File: src/rtl/servo_cmd_ctrl.sv
// servo_cmd_ctrl: parses {CMD, US_HI, US_LO, 0x0A} frames from the UART receiver,
// drives the servo pulse width in clock cycles, and returns a 4-byte status reply
// {STATUS, US_HI, US_LO, 0x0A} through the UART transmitter handshake.
module servo_cmd_ctrl #(
    parameter int CLK_MHZ     = 27,
    parameter int MIN_US      = 500,
    parameter int MAX_US      = 2500,
    parameter int DEFAULT_US  = 1500,
    parameter int TIMEOUT_CYC = 2700000,
    parameter int WIDTH_W     = 24
) (
    input  logic               i_clk,
    input  logic               i_resetn,
    input  logic               i_rx_valid,
    input  logic [7:0]         i_rx_data,
    input  logic               i_tx_busy,
    output logic               o_tx_en,
    output logic [7:0]         o_tx_data,
    output logic [WIDTH_W-1:0] o_pwm_width,
    output logic [15:0]        o_pwm_us,
    output logic               o_frame_err,
    output logic               o_overrun
);

    localparam logic [7:0] LF       = 8'h0A;
    localparam logic [7:0] CMD_SET  = 8'h53;
    localparam logic [7:0] CMD_QRY  = 8'h3F;
    localparam logic [7:0] ST_ACK   = 8'h41;
    localparam logic [7:0] ST_CLAMP = 8'h43;
    localparam logic [7:0] ST_NAK   = 8'h4E;
    localparam int         TO_W     = $clog2(TIMEOUT_CYC + 1);

    typedef enum logic [1:0] {R_CMD, R_HI, R_LO, R_TERM} rx_state_t;
    typedef enum logic [1:0] {T_IDLE, T_SEND, T_WAITB, T_WAITI} tx_state_t;

    function automatic logic [15:0] clamp_us(input logic [15:0] us);
        if (us < 16'(MIN_US)) return 16'(MIN_US);
        if (us > 16'(MAX_US)) return 16'(MAX_US);
        return us;
    endfunction

    // Product is formed at 32 bits, then fitted to the output width.
    function automatic logic [WIDTH_W-1:0] to_cycles(input logic [15:0] us);
        logic [31:0] prod;
        prod = {16'd0, us} * 32'(CLK_MHZ);
        return prod[WIDTH_W-1:0];
    endfunction

    rx_state_t       rx_state, rx_next;
    tx_state_t       tx_state, tx_next;
    logic [7:0]      cmd_q, hi_q, lo_q;
    logic [TO_W-1:0] to_cnt;
    logic            to_hit, timeout, frame_done;
    logic            term_ok, dec_upd;
    logic [15:0]     req_us, req_clamped, dec_us;
    logic [7:0]      dec_status;
    logic            slot_full;
    logic [7:0]      slot_status;
    logic [15:0]     slot_us;
    logic            tx_load, tx_adv;
    logic [1:0]      tx_idx, wb_cnt;
    logic [31:0]     tx_sh;

    assign to_hit    = (to_cnt == TO_W'(TIMEOUT_CYC - 1));
    assign o_tx_data = tx_sh[31:24];

    // RX next state: advance on each byte strobe, fall back to R_CMD on inter-byte timeout.
    always_comb begin
        rx_next    = rx_state;
        frame_done = 1'b0;
        timeout    = 1'b0;
        case (rx_state)
            R_CMD:  if (i_rx_valid && i_rx_data != LF) rx_next = R_HI;
            R_HI:   if (i_rx_valid) rx_next = R_LO;
                    else if (to_hit) begin rx_next = R_CMD; timeout = 1'b1; end
            R_LO:   if (i_rx_valid) rx_next = R_TERM;
                    else if (to_hit) begin rx_next = R_CMD; timeout = 1'b1; end
            R_TERM: if (i_rx_valid) begin rx_next = R_CMD; frame_done = 1'b1; end
                    else if (to_hit) begin rx_next = R_CMD; timeout = 1'b1; end
            default: rx_next = R_CMD;
        endcase
    end

    // Frame decode: status and reply pulse width, evaluated on the terminator byte.
    always_comb begin
        req_us      = {hi_q, lo_q};
        req_clamped = clamp_us(req_us);
        term_ok     = (i_rx_data == LF);
        dec_us      = o_pwm_us;
        dec_status  = ST_NAK;
        dec_upd     = 1'b0;
        if (term_ok) begin
            if (cmd_q == CMD_SET) begin
                dec_us     = req_clamped;
                dec_upd    = 1'b1;
                dec_status = (req_clamped != req_us) ? ST_CLAMP : ST_ACK;
            end else if (cmd_q == CMD_QRY) begin
                dec_status = ST_ACK;
            end
        end
    end

    // RX state, field capture, timeout counter, pulse-width outputs and the reply slot.
    always_ff @(posedge i_clk or negedge i_resetn) begin
        if (!i_resetn) begin
            rx_state    <= R_CMD;
            cmd_q       <= '0;
            hi_q        <= '0;
            lo_q        <= '0;
            to_cnt      <= '0;
            o_pwm_us    <= 16'(DEFAULT_US);
            o_pwm_width <= to_cycles(16'(DEFAULT_US));
            o_frame_err <= 1'b0;
            o_overrun   <= 1'b0;
            slot_full   <= 1'b0;
            slot_status <= '0;
            slot_us     <= '0;
        end else begin
            rx_state    <= rx_next;
            o_frame_err <= timeout | (frame_done & ~term_ok);
            o_overrun   <= 1'b0;
            if (i_rx_valid) begin
                case (rx_state)
                    R_CMD:   cmd_q <= i_rx_data;
                    R_HI:    hi_q  <= i_rx_data;
                    R_LO:    lo_q  <= i_rx_data;
                    default: ;
                endcase
            end
            if (i_rx_valid || rx_state == R_CMD || timeout) to_cnt <= '0;
            else                                             to_cnt <= to_cnt + 1'b1;
            if (frame_done && dec_upd) begin
                o_pwm_us    <= dec_us;
                o_pwm_width <= to_cycles(dec_us);
            end
            // A slot being handed to TX this cycle counts as free for the new reply.
            if (frame_done) begin
                if (slot_full && !tx_load) begin
                    o_overrun <= 1'b1;
                end else begin
                    slot_full   <= 1'b1;
                    slot_status <= dec_status;
                    slot_us     <= dec_us;
                end
            end else if (tx_load) begin
                slot_full <= 1'b0;
            end
        end
    end

    // TX next state and strobe; the strobe is withheld whenever the transmitter is busy.
    always_comb begin
        tx_next = tx_state;
        o_tx_en = 1'b0;
        tx_load = 1'b0;
        tx_adv  = 1'b0;
        case (tx_state)
            T_IDLE:  if (slot_full && !i_tx_busy) begin tx_load = 1'b1; tx_next = T_SEND; end
            T_SEND:  if (!i_tx_busy) begin o_tx_en = 1'b1; tx_next = T_WAITB; end
            T_WAITB: if (i_tx_busy || wb_cnt == 2'd3) tx_next = T_WAITI;
            T_WAITI: if (!i_tx_busy) begin
                         if (tx_idx == 2'd3) tx_next = T_IDLE;
                         else begin tx_adv = 1'b1; tx_next = T_SEND; end
                     end
            default: tx_next = T_IDLE;
        endcase
    end

    // TX state, busy-wait counter and reply byte shifter.
    always_ff @(posedge i_clk or negedge i_resetn) begin
        if (!i_resetn) begin
            tx_state <= T_IDLE;
            wb_cnt   <= '0;
            tx_idx   <= '0;
            tx_sh    <= '0;
        end else begin
            tx_state <= tx_next;
            wb_cnt   <= (tx_state == T_WAITB) ? wb_cnt + 1'b1 : 2'd0;
            if (tx_load) begin
                tx_sh  <= {slot_status, slot_us, LF};
                tx_idx <= '0;
            end else if (tx_adv) begin
                tx_sh  <= {tx_sh[23:0], 8'h00};
                tx_idx <= tx_idx + 1'b1;
            end
        end
    end

endmodule

File: config.mk
export PLATFORM = sky130hd
export DESIGN_NAME = servo_cmd_ctrl
export DESIGN_NICKNAME = d
export VERILOG_FILES = /design/src/rtl/servo_cmd_ctrl.sv
export SDC_FILE = /design/constraint.sdc
export NUM_CORES = 1
export LEC_CHECK = 0
export CORE_ASPECT_RATIO = 0.75
export CORE_MARGIN = 2
export CORE_UTILIZATION = 53
export DETAILED_ROUTE_END_ITERATION = 8
export PLACE_DENSITY = 0.76
export SLEW_MARGIN = 20
export SYNTH_ARGS = -nofsm -noshare
export SYNTH_HDL_FRONTEND = slang
export SYNTH_SLANG_ARGS = --single-unit
File: constraint.sdc
create_clock -name i_clk -period 5.5 [get_ports i_clk]
set_clock_uncertainty 0.2 [all_clocks]
set_input_delay 1.65 -clock i_clk [delete_from_list [all_inputs] [get_ports i_clk]]
set_output_delay 1.65 -clock i_clk [all_outputs]
set_load 0.05 [all_outputs]
# Word level (Yosys, flattened, before mapping)
# Index checks and enable logic that the tools add are counted.
# Widths: inputs -> output; s select.
# word_totals
output_inout_bits	51
reg_bits	150
input_bits	12
wordCells	116
# classes
n_eq_ne	20
bitwise_logic	4
n_reduce_logical	20
magnitude_cmp	2
add_sub_neg	3
n_mux	50
n_mul	1
# ops
cell	n
$mux 16	6
$mux 32	2
$mux 2	13
$mux 1	23
$add 22x1->22 const B	1
$eq 22x22->1 const B	1
$mux 22	1
$mul 16x5->21 const B	1
$gt 16x12->1 const B	1
$lt 16x9->1 const B	1
$ne 16x16->1	1
$pmux 2 s4	2
$eq 2x2->1 const B	6
$mux 4	3
$ne 2x2->1 const B	6
$reduce_and 2->1	5
$eq 8x4->1 const B	1
$eq 8x6->1 const B	1
$eq 8x7->1 const B	1
$ne 8x4->1 const B	1
$add 2x1->2 const B	2
$eq 2x1->1 const B	2
$logic_and 1x1->1	4
$logic_not 2->1	2
8 further kinds	13

# Longest topological paths before layout
# Gate-level depths: netlist of run 1.
# logic_depth
ltp_word	9
mapped_depth	24
ltp_nobuf	23

# Worst setup path after synthesis of run 1
# OpenSTA, ideal clock, no wires.
# synth_path
path_kind	input to register
start	input port i_rx_data[0]
end	register o_pwm_width[18]
cell_stages	20
required_time_ns	5.154
t_arrival_ns	6.317
n_path_buf	1
slack_ns	-1.163
setup_time_ns	0.146
cell_sequence	nor4bb_1 nand2_1 nor3_1 nand2_1 o22ai_1 inv_1 ha_1 fa_1 inv_1 fa_1 inv_1 ha_1 clkbuf_1 nand4_1 or2_2 nor4_1 o211ai_1 a21oi_1 mux2i_1 o311ai_0
# synth_via
elab_chain_len	3
word_cells_on_any_way	5
cone_classes	mul (1); eq/ne (1); mux (2); reduce/logical (1)
# synth_rtl
item	line_no	rtl
start, declared	15	input logic [7:0] i_rx_data,
$eq 8x4->1	88	term_ok = (i_rx_data == LF);
$mux 16	92	if (term_ok) begin
named net dec_us[7]	55	logic [15:0] req_us, req_clamped, dec_us;
$mul 16x5->21	45	prod = {16'd0, us} * 32'(CLK_MHZ);
end signal, assigned	112	o_pwm_width <= to_cycles(16'(DEFAULT_US));
end signal, assigned	134	o_pwm_width <= to_cycles(dec_us);
end, declared	19	output logic [WIDTH_W-1:0] o_pwm_width,
# The timed path passes the listed nets, and every way through them passes these cells.
# A chain may end at the register's enable or synchronous reset.

# Final worst setup path of run 1
# Ends and elaborated chain as after synthesis.

==> metrics.md, run 1 <==
| Metric | Value |
|---|---|
| Synth Flop Type | `dfrtp_1` |
| Ys async rst share | `100.0%` |
| Crit Path Class | `primary input to register` |
| Number of max-cap violations | `0` |
| Initial drt markers | `491` |
| Count leader, synth | `dfrtp_1` |
| Max-slew violations | `0` |
| Global Route Usage Sum | `28.36%` |
| Die H | `110.4 um` |
| Number of global-route vias before repair | `6,927` |
| Cell count after synthesis | `821` |
| Power Total | `0.003285 W` |
| Final instance area | `11,270 um^2` |
| Worst skew pair latency | `0.43 ns` |
| H-tree depth | `4` |
| Hpwl dp | `15.03 mm` |
| Layout cells sized above 1 | `34.64%` |
| Final setup TNS | `-2.857 ns` |
| Worst slew pin tran | `0.9813 ns` |
| Max Fclk | `169.1 MHz` |
| CTS Buf Count | `17` |
| Status | `finished with violations` |
| Setup crit start kind | `primary input` |
| Post-synth EDFFs | `0` |
| Ys Warns | `0` |
| Count of unique library cells instantiated by Yosys | `61` |
| Leading area contributor after synthesis | `dfrtp_1` |
| CP max FO | `4` |
| Die area | `16,110 um^2` |
| Post-synth top area share | `38.47%` |
| Clock Sink Count | `138` |
| CP Capture Type | `register` |
| Clk buf depth | `2` |
| Final Cycle Share | `107.5%` |
| Setup WS pre-CTS | `-1.138 ns` |
| Filler cells | `914` |
| Area occupied by multi-input gates | `4913 um^2` |
| Reg clk slew, reported paths | `0.06 ns` |
| Drt wl/cell | `18.29 um` |
| Pleak | `5.312 nW` |
| DRC | `0` |
| Final setup viols | `11` |
| Initial core utilization | `54.82%` |
| FF+latch count, synth | `138` |
| Synth Cell Area | `8001 um^2` |
| Initial antenna violation count | `0` |
| Hold Vio Cnt, Final | `0` |
| VDD IR max | `0.2084 mV` |
| Top cells by count, synth | `dfrtp_1, nand2_1, nor2_1` |
| First-pass GRT wire length | `36.10 mm` |
| Fin util | `77.23%` |
| Register area | `3472 um^2` |
| Gp weighted congestion | `0.8496` |
| CORE AREA | `14,600 um^2` |
| Largest net degree at the start of global routing | `96` |
| Fin nets | `1,090` |
| # port buffers | `59` |
| Violated checks | `negative setup slack` |
| CP Data Required Time | `5.60 ns` |
| GR Overflow Total | `0` |
| Placement Cell Area | `9779 um^2` |
| Pre-antenna DRT Iters | `5` |
| Synthesized area per cell | `9.746 um^2` |
| Crit path setup slack, layout | `-0.4122 ns` |
| Routed WL | `22.30 mm` |
| Synth area leaders | `dfrtp_1, ha_1, nand2_1` |
| CTS Root Cell | `clkbuf_16` |
| Antenna cells | `0` |
| Minimum clock period | `5.912 ns` |
| CP Data Arrival Time | `6.01 ns` |
| CTS tree | `done` |
| Pwr Density | `291.4 nW/um^2` |
| Area delta synth->final | `40.89%` |
| Slew headroom | `32.89%` |
| Hold Path Class | `register to register` |
| Sequential share of the synthesized area | `43.39%` |
| Post-route ant nets | `0` |
| Vias per cell | `5.582` |
| Vias | `6,805` |
| RSZ-0062 raised after global routing | `true` |
| Cell Rows | `38` |
| IO Pins | `63` |
| Die width | `145.9 um` |
report_power, final:
group          total, W  switching [W]  leakage (nW)  internal (W)
Sequential      0.00137       0.000165          1.76       0.00120
Combinational  0.000686       0.000409          3.24      0.000276
Clock           0.00123       0.000460         0.307      0.000772
Total           0.00329        0.00103          5.31       0.00225
layout by cell type, fill, tap and decap left out, drive strengths merged, types with 6 or more instances in the layout:
cell type,netlist,final
and3,7,7
nand2,122,122
fa,19,19
a21o,13,13
nand3,14,14
clkdlybuf4s50,0,50
xnor2,20,20
mux2,30,30
clkinv,0,6
a21oi,40,40
nor2,61,61
nand4,10,10
o21ai,61,61
inv,56,58
nor3,6,6
buf,13,153
ha,53,53
clkbuf,27,18
dfstp,15,15
xor2,25,25
o211ai,6,6
dfrtp,123,123
a22o,8,8
and2,10,10
a31oi,17,17
cell families (layout without fill, tap and decap cells):
family / count (synthesis) / in the layout / synth area share, %
and+or+nand+nor: 271 / 271 / 16.14
AOI/OAI and AO/OA: 167 / 167 / 13.03
DFF: 138 / 138 / 43.39
buffers and inverters: 96 / 292 / 5.082
adders and majority gates: 72 / 72 / 13.04
xor gates and xnor gates: 45 / 45 / 4.926
muxes: 31 / 31 / 4.347
other: 1 / 3 / 0.04687
sequential cells by signal (all words and copies together), names as in the netlist, 8 cells and up:
name	flops
hi_q	8
lo_q	8
slot_us	16
to_cnt	22
o_pwm_us	16
o_pwm_width	20
cmd_q	8
tx_sh	25
repair_timing:
action                     CTS  global route
hold buffers                 0             0
setup endpoints to repair   14            14
gates resized for setup    130            31
cloned                       1             0
pin swaps                   47            31
buffers inserted            32             6
worst max-delay path: stages:
cell      delay (ns)
buf_6           0.10
nor4bb_4        0.34
buf_4           0.17
nand2_2         0.06
nor3_4          0.21
nand2_2         0.13
buf_6           0.15
o22ai_4         0.20
inv_2           0.09
ha_4            0.16
fa_1            0.50
inv_2           0.05
fa_1            0.52
inv_2           0.05
ha_4            0.24
buf_6           0.12
a21oi_2         0.10
nor2b_1         0.05
o31ai_1         0.31
o21ai_2         0.12
o211ai_1        0.29
a21oi_2         0.09
mux2i_1         0.16
o311ai_1        0.12
metal layers:
metal / GRT usage, % / vias up / routed length (um)
li1: - / 3176 / -
met1: 38.89 / 3390 / 9961
met2: 45.69 / 204 / 10630
met3: 6.901 / 35 / 1288
met4: 6.797 / 0 / 424
met5: 0 / - / 0
through the flow:
stage	hold slack [ns]	std cells
2_1_floorplan	0.2029	823
3_3_place_gp	0.2141	1149
3_5_place_dp	0.2307	1149
4_1_cts	0.2368	1213
5_1_grt	0.2403	1219
6_report	0.2299	1219
layout make-up:
type | instances | area share [%]
clock buffer | 18 | 3.896
clock inverter | 14 | 1.720
inverter | 56 | 1.865
multi-input combinational | 589 | 43.58
sequential | 138 | 30.80
tap | 200 | 2.220
timing repair buffer | 204 | 15.92
path summary, 6_finish.rpt:
| kind | start | endpoint | slack [ns] | cells after the start |
|---|---|---|---|---|
| min | wb_cnt[0] | wb_cnt[0] | 0.23 | 1 |
| max reg2reg | cmd_q[2] | o_pwm_width[18] | 0.25 | 21 |
| max | i_rx_data[0] | o_pwm_width[18] | -0.41 | 24 |
| max in group asynchronous | i_resetn | o_pwm_us[7] | 3.08 | 2 |
| min reg2reg | wb_cnt[0] | wb_cnt[0] | 0.23 | 1 |
| min in group asynchronous | i_resetn | o_pwm_us[12] | 1.10 | 1 |
(Power assumes the default switching activity.)
==> run 2, diff against run 1 <==
--- a/config.mk
+++ b/config.mk
@@ -5,6 +5,7 @@
 export SDC_FILE = /design/constraint.sdc
 export NUM_CORES = 1
 export LEC_CHECK = 0
+export CAP_MARGIN = 20
 export CORE_ASPECT_RATIO = 0.75
 export CORE_MARGIN = 2
 export CORE_UTILIZATION = 53
==> results of run 2 <==
No change in the layout: final DEF, timing and power equal those of run 1.
==> run 3, diff against run 2 <==
--- a/config.mk
+++ b/config.mk
@@ -7,7 +7,7 @@
 export LEC_CHECK = 0
 export CAP_MARGIN = 20
 export CORE_ASPECT_RATIO = 0.75
-export CORE_MARGIN = 2
+export CORE_MARGIN = 3
 export CORE_UTILIZATION = 53
 export DETAILED_ROUTE_END_ITERATION = 8
 export PLACE_DENSITY = 0.76
==> metrics.md, run 3 (synthesis gave the netlist of run 1 again) <==
| Metric | Value |
|---|---|
| Status | `finished with violations` |
| Violated checks | `negative setup slack` |
| Slew headroom | `48.91%` |
| Minimum clock period | `5.804 ns` |
| Area delta synth->final | `39.36%` |
| Largest register FFs | `25` |
| Filler cells | `941` |
| Final std cells w/o fill | `1,209` |
| IO Pins | `63` |
| Cell Rows | `38` |
| Top flop regs | `tx_sh (25), to_cnt (22), o_pwm_width (20)` |
| Routed WL | `22.57 mm` |
| Antenna cells | `0` |
| Most frequent cells in the layout | `dfrtp_1, buf_4, nand2_1` |
| CP max FO | `7` |
| Hold Path Class | `register to register` |
| P_int | `0.002162 W` |
| Post-route ant nets | `0` |
| Reg power frac | `43.3%` |
| Die area | `16,620 um^2` |
| CP Cell Sequence | `buf_8, nor4bb_4, nand4_1, buf_6, buf_4, nand2_4, o21ai_4, ha_4, fa_1, inv_1, fa_1, inv_2, ha_4, buf_6, a21o_1, a21o_1, a221oi_4, o21ai_2, nor3_2, a21oi_4, a31oi_2, xor2_1, o21ai_1` |
| Clock network power share | `34.9%` |
| Fin nets | `1,083` |
| Reg clk slew, reported paths | `0.05 ns` |
| Max Fclk | `172.3 MHz` |
| First-pass GRT wire length | `36.98 mm` |
| Clk buf depth | `2` |
| CP Capture Type | `register` |
| Gp weighted congestion | `0.9050` |
| Crit Path Class | `primary input to register` |
| CTS Root Cell | `clkbuf_16` |
| Initial antenna violation count | `0` |
| Worst slew pin tran | `0.7644 ns` |
| Crit path setup slack, layout | `-0.3043 ns` |
| Max stage delay on crit path | `0.49 ns` |
| GR Overflow Total | `0` |
| Reported net switching power | `0.0009985 W` |
| Max-slew violations | `0` |
| Commonest non-fill, non-tap cell in the layout | `dfrtp_1` |
| CP Data Required Time | `5.58 ns` |
| Hold Vio Cnt, Final | `0` |
| CORE AREA | `14,600 um^2` |
| Initial drt markers | `470` |
| Vias | `6,848` |
| Final Cycle Share | `105.5%` |
| CTS Buf Count | `17` |
| Die width | `147.9 um` |
| Layout cells sized above 1 | `33.60%` |
| Critical-path top delay cell | `fa_1` |
| Pwr Density | `283.4 nW/um^2` |
| Pleak | `5.273 nW` |
| Setup crit start kind | `primary input` |
| Worst skew pair latency | `0.43 ns` |
| Final setup viols | `11` |
| Dpl cells | `1,149` |
| CTS tree | `done` |
| DRC | `0` |
| Number of global-route vias before repair | `7,183` |
| Power Total | `0.003160 W` |
| H-tree depth | `4` |
| Initial core utilization | `54.82%` |
| Vias per cell | `5.664` |
| Drt wl/cell | `18.67 um` |
| Die H | `112.4 um` |
| Sw Ratio | `31.60%` |
| RSZ-0062 raised after global routing | `true` |
| CP Data Arrival Time | `5.89 ns` |
| Combinational power share | `21.9%` |
| # port buffers | `59` |
| Final setup TNS | `-1.847 ns` |
| VDD IR max | `0.2681 mV` |
| Largest Register | `tx_sh` |
| Hpwl dp | `14.98 mm` |
| Largest net degree at the start of global routing | `75` |
| Pre-antenna DRT Iters | `5` |
| Global Route Usage Sum | `28.16%` |
| Clock Sink Count | `138` |
| Number of max-cap violations | `0` |
[run 3: layout make-up]
| class | instances | area (um^2) | share of cell area [%] |
|---|---|---|---|
| clock buffer | 21 | 460.4 | 4.129 |
| clock inverter | 8 | 97.59 | 0.8752 |
| multi-input combinational | 589 | 4915 | 44.08 |
| sequential | 138 | 3472 | 31.14 |
| tap | 200 | 250.2 | 2.244 |
| inverter | 56 | 212.7 | 1.908 |
| timing repair buffer | 197 | 1743 | 15.63 |
[run 3: metrics by stage]
step	setup WS, ns	hold WS, ns	util (%)	instance area [um^2]
5_1_grt	-0.4561	0.2310	76.39	11150
6_report	-0.3043	0.2222	76.39	11150
3_3_place_gp	-1.106	0.2160	66.83	9754
3_5_place_dp	-1.214	0.2185	66.83	9754
2_1_floorplan	-0.4856	0.2029	-	8353
4_1_cts	-0.2411	0.2254	75.35	11000
[run 3: critical path: cells and delay by family]
family,cells,cell delay (ns)
AO/OA/AOI/OAI,8,1.15
XOR/XNOR,1,0.16
adder cells (fa/ha/maj),4,1.39
buffers and inverters,6,0.65
AND/OR/NAND/NOR,4,0.86
[run 3: path summary, 6_finish.rpt]
path,from,end,slack [ns],cells after the start
worst min register to register,wb_cnt[0],wb_cnt[0],0.22,1
worst min-delay path,wb_cnt[0],wb_cnt[0],0.22,1
worst max register to register,hi_q[4],o_pwm_width[17],0.26,21
min in group asynchronous,i_resetn,o_pwm_width[14],1.04,1
worst max-delay path,i_rx_data[2],o_pwm_width[17],-0.30,23
max in group asynchronous,i_resetn,o_pwm_us[7],3.09,2
[run 3: routing by layer]
| metal | vias to the layer above | global-route usage, % | part of all wire (%) |
|---|---|---|---|
| met5 | - | 0 | 0 |
| met3 | 52 | 6.780 | 6.6 |
| met2 | 254 | 45.14 | 48 |
| li1 | 3159 | - | - |
| met4 | 0 | 9.846 | 2.7 |
| met1 | 3383 | 37.94 | 43 |
[run 3: power groups by stage]
stage          Combinational (W)  Clock (W)  Sequential [W]
4_1_cts                 0.000689    0.00111         0.00136
6_report                0.000691    0.00110         0.00137
3_5_place_dp            0.000676          0         0.00137
3_3_place_gp            0.000645          0         0.00136
2_1_floorplan           0.000534          0         0.00132
5_1_grt                 0.000753    0.00116         0.00139
[run 3: what timing repair did]
item                                    4_1_cts  5_1_grt
pin swaps                                    55       31
hold buffers                                  0        0
gates resized for setup                     128       26
endpoints found under the setup margin       14       13
cloned                                        2        0
buffers inserted                             25        7
hold endpoints to repair                      0        0
